===== config.mk =====
export PLATFORM = sky130hd
export DESIGN_NAME = unpadding
export DESIGN_NICKNAME = d
export VERILOG_FILES = /design/src/rtl/unpadding_pkg.sv /design/src/rtl/unpadding_msb_locator.sv /design/src/rtl/unpadding.sv
export SDC_FILE = /design/constraint.sdc
export NUM_CORES = 1
export LEC_CHECK = 0
export ABC_AREA = 1
export CORE_MARGIN = 5
export CORE_UTILIZATION = 30
export DETAILED_ROUTE_END_ITERATION = 8
export PLACE_DENSITY_LB_ADDON = 0.25
export RECOVER_POWER = 25
export SLEW_MARGIN = 20
export SYNTH_ARGS = -nofsm -noshare
export SYNTH_HDL_FRONTEND = slang
export SYNTH_HIERARCHICAL = 1
export SYNTH_SLANG_ARGS = --single-unit

===== constraint.sdc =====
create_clock -name clk -period 5.7 [get_ports clk]
set_clock_uncertainty 0.2 [all_clocks]
set_input_delay 0.855 -clock clk [delete_from_list [all_inputs] [get_ports clk]]
set_output_delay 0.855 -clock clk [all_outputs]
set_load 0.05 [all_outputs]

===== src/rtl/unpadding_pkg.sv =====
// Shared types and default geometry for the unpadding block.
//   state_t     : IDLE (nothing held) / EMIT (block held, words going out)
//   DEF_IWIDTH  : default padded block width
//   DEF_BWIDTH  : default output word width
//   WORDS, IDXW, CNTW : words per block, marker index width and bit-count width at the defaults
package unpadding_pkg;

  typedef enum logic {
    IDLE = 1'b0,
    EMIT = 1'b1
  } state_t;

  localparam int DEF_IWIDTH = 64;
  localparam int DEF_BWIDTH = 32;
  localparam int WORDS      = DEF_IWIDTH / DEF_BWIDTH;
  localparam int IDXW       = $clog2(DEF_IWIDTH);
  localparam int CNTW       = $clog2(DEF_BWIDTH + 1);

endpackage


===== src/rtl/unpadding_msb_locator.sv =====
// Combinational priority encoder: position of the highest set bit.
//   vec   : input vector
//   found : at least one bit of vec is set
//   idx   : index of the highest set bit (0 when nothing is set)
module msb_locator #(
  parameter int W = 64
) (
  input  logic [W-1:0]         vec,
  output logic                 found,
  output logic [$clog2(W)-1:0] idx
);

  always_comb begin
    found = 1'b0;
    idx   = '0;
    // Ascending scan: the last hit wins, which is the highest set bit.
    for (int i = 0; i < W; i++) begin
      if (vec[i]) begin
        found = 1'b1;
        idx   = $clog2(W)'(i);
      end
    end
  end

endmodule


===== src/rtl/unpadding.sv =====
// Strips 10* padding from the final block of a message and emits the payload
// as BWIDTH-bit words, low word first, each with a valid-bit count.
//   clk, rst            : clock, asynchronous active-high reset
//   in_valid/in_ready   : padded block handshake (in_block, in_last)
//   out_valid/out_ready : payload word handshake (out_word, out_bits, out_last)
//   pad_error           : one-cycle pulse after accepting a final block with no marker
//
// state | meaning
// IDLE  | no block held, ready for input
// EMIT  | block held, presenting word idx
module unpadding
  import unpadding_pkg::*;
#(
  parameter int IWIDTH = DEF_IWIDTH,
  parameter int BWIDTH = DEF_BWIDTH
) (
  input  logic                         clk,
  input  logic                         rst,
  input  logic                         in_valid,
  output logic                         in_ready,
  input  logic [IWIDTH-1:0]            in_block,
  input  logic                         in_last,
  output logic                         out_valid,
  input  logic                         out_ready,
  output logic [BWIDTH-1:0]            out_word,
  output logic [$clog2(BWIDTH+1)-1:0]  out_bits,
  output logic                         out_last,
  output logic                         pad_error
);

  localparam int NW = IWIDTH / BWIDTH;
  localparam int XW = (NW > 1) ? $clog2(NW) : 1;
  localparam int LW = $clog2(IWIDTH);
  localparam int CW = $clog2(BWIDTH + 1);

  state_t                   state_q, state_d;
  logic [NW-1:0][BWIDTH-1:0] held_q;
  logic                     last_q;
  logic [XW-1:0]            idx_q, lastidx_q;
  logic [CW-1:0]            fbits_q;

  logic                     found;
  logic [LW-1:0]            mpos;
  logic                     final_word, accept, advance;
  logic [IWIDTH-1:0]        payload;
  logic [XW-1:0]            cap_lastidx;
  logic [CW-1:0]            cap_fbits;
  int                       cap_li;

  msb_locator #(.W(IWIDTH)) u_loc (
    .vec   (in_block),
    .found (found),
    .idx   (mpos)
  );

  // The held block is stored already masked, so word selection needs no
  // per-word masking later; only the bit count of the final word differs.
  always_comb begin
    cap_li      = 0;
    payload     = in_block;
    cap_lastidx = XW'(NW - 1);
    cap_fbits   = CW'(BWIDTH);
    if (in_last) begin
      payload     = in_block & ~({IWIDTH{1'b1}} << mpos);
      cap_li      = (mpos == '0) ? 0 : (int'(mpos) - 1) / BWIDTH;
      cap_lastidx = XW'(cap_li);
      cap_fbits   = CW'(int'(mpos) - cap_li * BWIDTH);
    end
  end

  always_comb begin
    final_word = (idx_q == lastidx_q);
    in_ready   = !rst && ((state_q == IDLE) ||
                          ((state_q == EMIT) && final_word && out_ready));
    accept     = in_valid && in_ready;
    advance    = (state_q == EMIT) && out_ready;

    state_d = state_q;
    case (state_q)
      IDLE:    if (accept) state_d = EMIT;
      EMIT:    if (advance && final_word && !accept) state_d = IDLE;
      default: state_d = IDLE;
    endcase

    out_valid = (state_q == EMIT);
    out_word  = out_valid ? held_q[idx_q] : '0;
    out_bits  = out_valid ? (final_word ? fbits_q : CW'(BWIDTH)) : '0;
    out_last  = out_valid && last_q && final_word;
  end

  always_ff @(posedge clk or posedge rst) begin
    if (rst) begin
      state_q   <= IDLE;
      held_q    <= '0;
      last_q    <= 1'b0;
      idx_q     <= '0;
      lastidx_q <= '0;
      fbits_q   <= '0;
      pad_error <= 1'b0;
    end else begin
      state_q   <= state_d;
      pad_error <= accept && in_last && !found;
      if (accept) begin
        held_q    <= payload;
        last_q    <= in_last;
        idx_q     <= '0;
        lastidx_q <= cap_lastidx;
        fbits_q   <= cap_fbits;
      end else if (advance && !final_word) begin
        idx_q <= idx_q + XW'(1);
      end
    end
  end

endmodule


==> impl_metrics.csv, run 1 <==
group,metric,value,unit
timing,max_freq,199,MHz
placed_design,dp_hpwl,13400,um
worst_setup_path,path_buf_inv,3,
logic_synthesis,synth_area,5110,sq um
logic_synthesis,synth_compound_area_share,15.0,%
power,ir_drop,0.203,mV
detailed_routing,drc,0,
worst_setup_path,path_common_cell,"nand2_1",
logic_synthesis,synthMuxAreaShare,0,%
worst_setup_path,crit_path_max_incr_delay,0.52,ns
outcome,outcome,"finished with violations",
detailed_routing,first_iter_violations,353,
logic_synthesis,synth-seq-area-share,36.7,%
timing,worst_hold_slack,0.275,ns
clock_network,cts_tree,"built",
logic_synthesis,syn_area_per_cell,6.42,sq um
logic_synthesis,yosys.area_share.simple,34.7,%
detailed_routing,vias_per_cell,4.70,
final_layout,seqCellArea,1880,sq um
logic_synthesis,synthXorXnorAreaFrac,0,%
worst_setup_path,startpoint_type,"input port",
worst_setup_path,crit_slowest_cell,"clkdlybuf4s50_1",
timing,fin_crit_sh,88.4,%
final_layout,antenna_cells,0,
logic_synthesis,synth_edf_count,0,
die,ioPinCount,111,
global_route,antenna_found_initial,0,
clock_network,ctsHtreeMaxLevel,3,
die,die_h,141,um
clock_network,holdBufCountCts,0,
timing,fin_tns_setup,0,ns
global_route,grt_pass1_wl,28300,um
timing,maxSlewHeadroom,-130,%
worst_setup_path,required,5.79,ns
final_layout,drive_gt1_share,8.42,%
timing,hold_viol_final,0,
detailed_routing,vias,5276,
power,p_leak,0.00349,uW
timing,min_period,5.04,ns
clock_network,clk_latency,0.35,ns
global_route,grtUsageTotal,18.2,%
worst_setup_path,worstPathArrival,5.13,ns
logic_synthesis,async_reset_ff_share,100,%
worst_hold_path,hold_class,"reg -> reg",
logic_synthesis,synth_seq_cells,75,
logic_synthesis,synth_cell_type_count,28,
timing,setup_viol,0,
timing,rsz0062_at_grt,"false",
timing,drv_slew,77,
logic_synthesis,synth_fp_nets,868,
global_route,grt_max_degree,77,
final_layout,final_area,6840,sq um
worst_setup_path,cp-end-kind,"flip-flop",
clock_network,numCtsBuffers,9,
detailed_routing,ant_nets,0,
die,initial_core_util,30.7,%
die,die_w,141,um
detailed_routing,avgRoutedWirePerCell,15.9,um
global_route,grt-ovfl-total,0,
logic_synthesis,synth_top_family_by_area,"simple AND/OR/NAND/NOR gates",
logic_synthesis,synth_fa_ha_area_share,0.489,%
logic_synthesis,ys_warn_count,6,
logic_synthesis,synth.largest_area_cell,"dfrtp_1",
final_layout,mostFrequentLayoutCell,"nand2_1",
placed_design,io_buffer_count,110,
outcome,violations,"max-capacitance violations, max-slew violations",
worst_setup_path,critPathKind,"in -> reg",
clock_network,clk_pin_slew,0.06,ns
clock_network,clk_path_buf_depth,2,
die,num_rows,47,
placed_design,placed_cell_area,6390,sq um
logic_synthesis,synth_top_area_share,36.7,%
placed_design,place_congestion,0.949,
run,cap_viol_max_count,1,
global_route,grt_pass1_vias,5086,
logic_synthesis,synth_ff_type,"dfrtp_1",
clock_network,cts_root_buffer,"clkbuf_16",
logic_synthesis,ys_top_cells_by_area,"dfrtp_1, nand2_1, nor2_1",
detailed_routing,drtPass1Iterations,5,
worst_setup_path,path_max_fanout,4,
final_layout,num-fill-cells,1774,
final_layout,layout_common_cells,"nand2_1, nor2_1, clkdlybuf4s50_1",
final_layout,multiInputGateArea,2640,sq um
die,core-area,16600,sq um
power,finalPower,3260,uW
logic_synthesis,postSynthCellCount,797,
clock_network,cts.sinks,75,
die,die-area,19800,sq um
detailed_routing,wirelength,17800,um
power,p_per_area,477,nW/um^2
final_layout,area_growth_syn_to_layout,33.8,%
final_layout,final_nets,969,
timing,tightest_slew,3.44,ns
worst_setup_path,crit_family,"simple AND/OR/NAND/NOR gates",
-- power by group --
group | internal [uW] | switching [uW]
sequential | 787 | 147
clock | 440 | 228
combinational | 551 | 1110
total | 1780 | 1490
-- cells in the mapped netlist (2+ instances only) --
cell	n
a21boi_0	2
ha_1	2
buf_1	3
dfrtp_1	75
bufinv_8	9
buf_6	8
clkinv_1	2
nor2_1	117
o211ai_1	6
nand2_1	287
nand2_2	2
buf_2	4
nand3_1	38
o21ai_1	52
a31oi_1	2
o21ai_2	9
o21ai_0	62
inv_1	73
nor4_1	2
nor3_1	2
a21oi_1	6
inv_2	8
clkbuf_1	21
-- registers in the layout (all words and copies together) (netlist names) --
signal / flops
held_q: 64
fbits_q: 6
idx_q: 1
last_q: 1
lastidx_q: 1
out_valid: 1
pad_error: 1
-- path summary, 6_finish.rpt --
kind,startpoint,to,slack (ns),cells past startpoint
min in group asynchronous,rst,last_q,2.32,3
worst max register to register,idx_q,held_q[45],3.11,9
worst max-delay path,in_block[5],held_q[52],0.66,68
worst min register to register,last_q,last_q,0.28,2
max in group asynchronous,rst,held_q[16],1.03,3
worst min-delay path,last_q,last_q,0.28,2
-- layer usage --
metal | routed length (um) | GRT usage, % | part of all wire [%]
met5 | 0 | 0 | 0
met4 | 171 | 4.23 | 0.96
met1 | 8420 | 25.4 | 47
met2 | 8130 | 28.4 | 46
met3 | 1100 | 4.84 | 6.2
-- final cells by class --
type,instances,area share (%)
flip-flops and latches,75,27.4
multi-input cells,594,38.6
repair buffers,126,18.0
well taps,220,4.02
inverters,92,6.86
clock inverters,4,1.43
clock buffers,12,3.60
-- kinds of logic after synthesis --
family,count (synthesis)
DFF,75
buffers and inverters,128
AOI/OAI and AO/OA,141
adders and majority gates,2
and+or+nand+nor,451
-- per-stage QoR --
step                      worst slack, ns  utilization [%]  std cells
after floorplan                      1.14                -        797
after global placement             0.0822             38.4       1104
after detailed placement           0.0499             38.4       1104
after CTS                           0.397             40.5       1120
after global routing               0.0294             41.1       1123
final                               0.663             41.1       1123
-- timing repair --
item	in CTS	in global routing
setup endpoints to repair	0	31
setup buffers	0	3
endpoints found under the hold margin	0	0
resized for setup	0	30
-- worst min-delay path: cells and delay by family, from the launching register on --
kind / cells / cell delay (ns)
and+or+nand+nor: 2 / 0.09
DFF: 1 / 0.35
(Power assumes the default switching activity.)
==> run 2, diff against run 1 <==
==> constraint.sdc (replaced) <==
create_clock -name clk -period 5.7 [get_ports clk]
set_clock_uncertainty 0.2 [all_clocks]
set_input_delay 0.855 -clock clk [delete_from_list [all_inputs] [get_ports clk]]
set_output_delay 0.855 -clock clk [all_outputs]
set_load 0.02 [all_outputs]
==> run 2 against run 1 <==
  * The flow still finishes with violations (max-capacitance violations, max-slew violations)
  * Global-route usage down 0.38 points
  * Flip-flop and latch count unchanged
  * Critical path depth down 2
  * Clock-buffer cell count up 2
  * Largest power group unchanged
  * Power down 15%
  * Sequential power down 2.5%
  * Core utilization down 0.41 points
  * Critical endpoint is now held_q[20]
==> impl_metrics.csv, run 2 (synthesis gave the netlist of run 1 again) <==
group,metric,value,unit
worst_hold_path,hold_class,"reg -> reg",
detailed_routing,first_iter_violations,325,
die,num_rows,47,
die,die-area,19800,sq um
global_route,grt-ovfl-total,0,
global_route,grtUsageTotal,17.8,%
final_layout,final_core_util,40.7,%
timing,max_freq,194,MHz
final_layout,reg_top3,"held_q (64), fbits_q (6)",
worst_setup_path,crit_family,"simple AND/OR/NAND/NOR gates",
timing,min_period,5.16,ns
final_layout,area_growth_syn_to_layout,32.4,%
clock_network,numCtsBuffers,9,
detailed_routing,vias,5287,
power,finalPower,2770,uW
timing,setup_viol,0,
run,cap_viol_max_count,1,
clock_network,clk_pin_slew,0.06,ns
placed_design,placed_cell_area,6390,sq um
outcome,outcome,"finished with violations",
timing,tightest_slew,3.43,ns
die,core-area,16600,sq um
final_layout,top_register,"held_q",
worst_setup_path,path_max_fanout,4,
timing,drv_slew,77,
placed_design,place_congestion,0.944,
placed_design,io_buffer_count,110,
die,ioPinCount,111,
clock_network,cts_root_buffer,"clkbuf_16",
worst_setup_path,rrSetupSlack,3.10,ns
placed_design,dp_hpwl,13200,um
final_layout,final_nets,970,
worst_setup_path,path_buf_inv,4,
clock_network,clk_path_buf_depth,2,
detailed_routing,drtPass1Iterations,5,
worst_setup_path,startpoint_type,"input port",
clock_network,cts.sinks,75,
worst_setup_path,path_common_cell,"nand2_1",
final_layout,antenna_cells,0,
die,die_w,141,um
outcome,violations,"max-capacitance violations, max-slew violations",
global_route,grt_pass1_wl,27900,um
final_layout,largest_register_ffs,64,
final_layout,layout_common_cells,"nand2_1, nor2_1, clkdlybuf4s50_1",
timing,fin_crit_sh,90.6,%
timing,worst_hold_slack,0.277,ns
detailed_routing,avgRoutedWirePerCell,15.7,um
global_route,grt_max_degree,77,
final_layout,mostFrequentLayoutCell,"nand2_1",
worst_setup_path,crit_path_max_incr_delay,0.51,ns
detailed_routing,drc,0,
final_layout,num-fill-cells,1789,
power,p_leak,0.00347,uW
power,p_per_area,408,nW/um^2
worst_setup_path,worstPathArrival,5.17,ns
timing,hold_viol_final,0,
worst_setup_path,required,5.71,ns
worst_setup_path,critPathKind,"in -> reg",
clock_network,ctsHtreeMaxLevel,3,
final_layout,drive_gt1_share,8.19,%
power,ir_drop,0.222,mV
die,initial_core_util,30.7,%
final_layout,final_area,6770,sq um
detailed_routing,ant_nets,0,
timing,maxSlewHeadroom,-128,%
clock_network,cts_tree,"built",
clock_network,clk_latency,0.34,ns
timing,fin_tns_setup,0,ns
global_route,grt_pass1_vias,5073,
worst_setup_path,crit_slowest_cell,"clkdlybuf4s50_1",
detailed_routing,vias_per_cell,4.70,
detailed_routing,wirelength,17700,um
worst_setup_path,cp-end-kind,"flip-flop",
die,die_h,141,um
global_route,antenna_found_initial,0,
-- run 2: final timing paths --
check | cells after the start | startpoint | end
min in group asynchronous | 3 | rst | out_valid
worst min register to register | 2 | held_q[0] | held_q[0]
worst max register to register | 9 | idx_q | held_q[45]
worst max-delay path | 66 | in_block[6] | held_q[20]
max in group asynchronous | 3 | rst | held_q[10]
worst min-delay path | 2 | held_q[0] | held_q[0]
-- run 2: layout make-up --
| cell class | instances | area [sq um] | area share [%] |
|---|---|---|---|
| flip-flops and latches | 75 | 1880 | 27.7 |
| clock inverters | 2 | 10.0 | 0.148 |
| inverters | 92 | 469 | 6.93 |
| well taps | 220 | 275 | 4.06 |
| multi-input cells | 594 | 2640 | 39.0 |
| clock buffers | 14 | 264 | 3.90 |
| repair buffers | 127 | 1240 | 18.3 |
-- run 2: metrics by stage --
step                      worst slack [ns]  cells
after global routing               -0.0212   1124
after detailed placement            0.0598   1104
after CTS                            0.406   1120
after floorplan                       1.15    797
after global placement              0.0834   1104
final                                0.539   1124
-- run 2: worst register-to-register path, cell delays in order, from the launching register on --
cell and delay, ns:
dfrtp_1 0.36, buf_4 0.26, inv_2 0.08, buf_4 0.37
nand2_2 0.13, nand3_2 0.10, nand2_2 0.08, nand3_4 0.08
buf_4 0.58, o21ai_0 0.21
-- run 2: routing by layer --
| metal | wire length, um | share of wire (%) | track usage, % | up-vias |
|---|---|---|---|---|
| met3 | 1240 | 7.0 | 4.64 | 24 |
| met1 | 8140 | 46 | 25.0 | 2412 |
| li1 | - | - | - | 2699 |
| met5 | 0 | 0 | 0 | - |
| met4 | 384 | 2.2 | 5.61 | 0 |
| met2 | 7890 | 45 | 27.0 | 152 |
-- run 2: where the power goes --
group          internal (uW)  switching, uW  total (uW)
Clock                    317            216         534
Combinational            553            769        1320
Sequential               787            124         911
-- run 2: what timing repair did --
item,in CTS,in global routing
hold buffers,0,0
buffers inserted,0,4
gates resized for setup,0,27
endpoints found under the setup margin,0,28
==> run 3, diff against run 2 <==
- CAP_MARGIN: not set -> 25
==> results of run 3 <==
Final layout, timing and power as in run 2 (identical DEF).
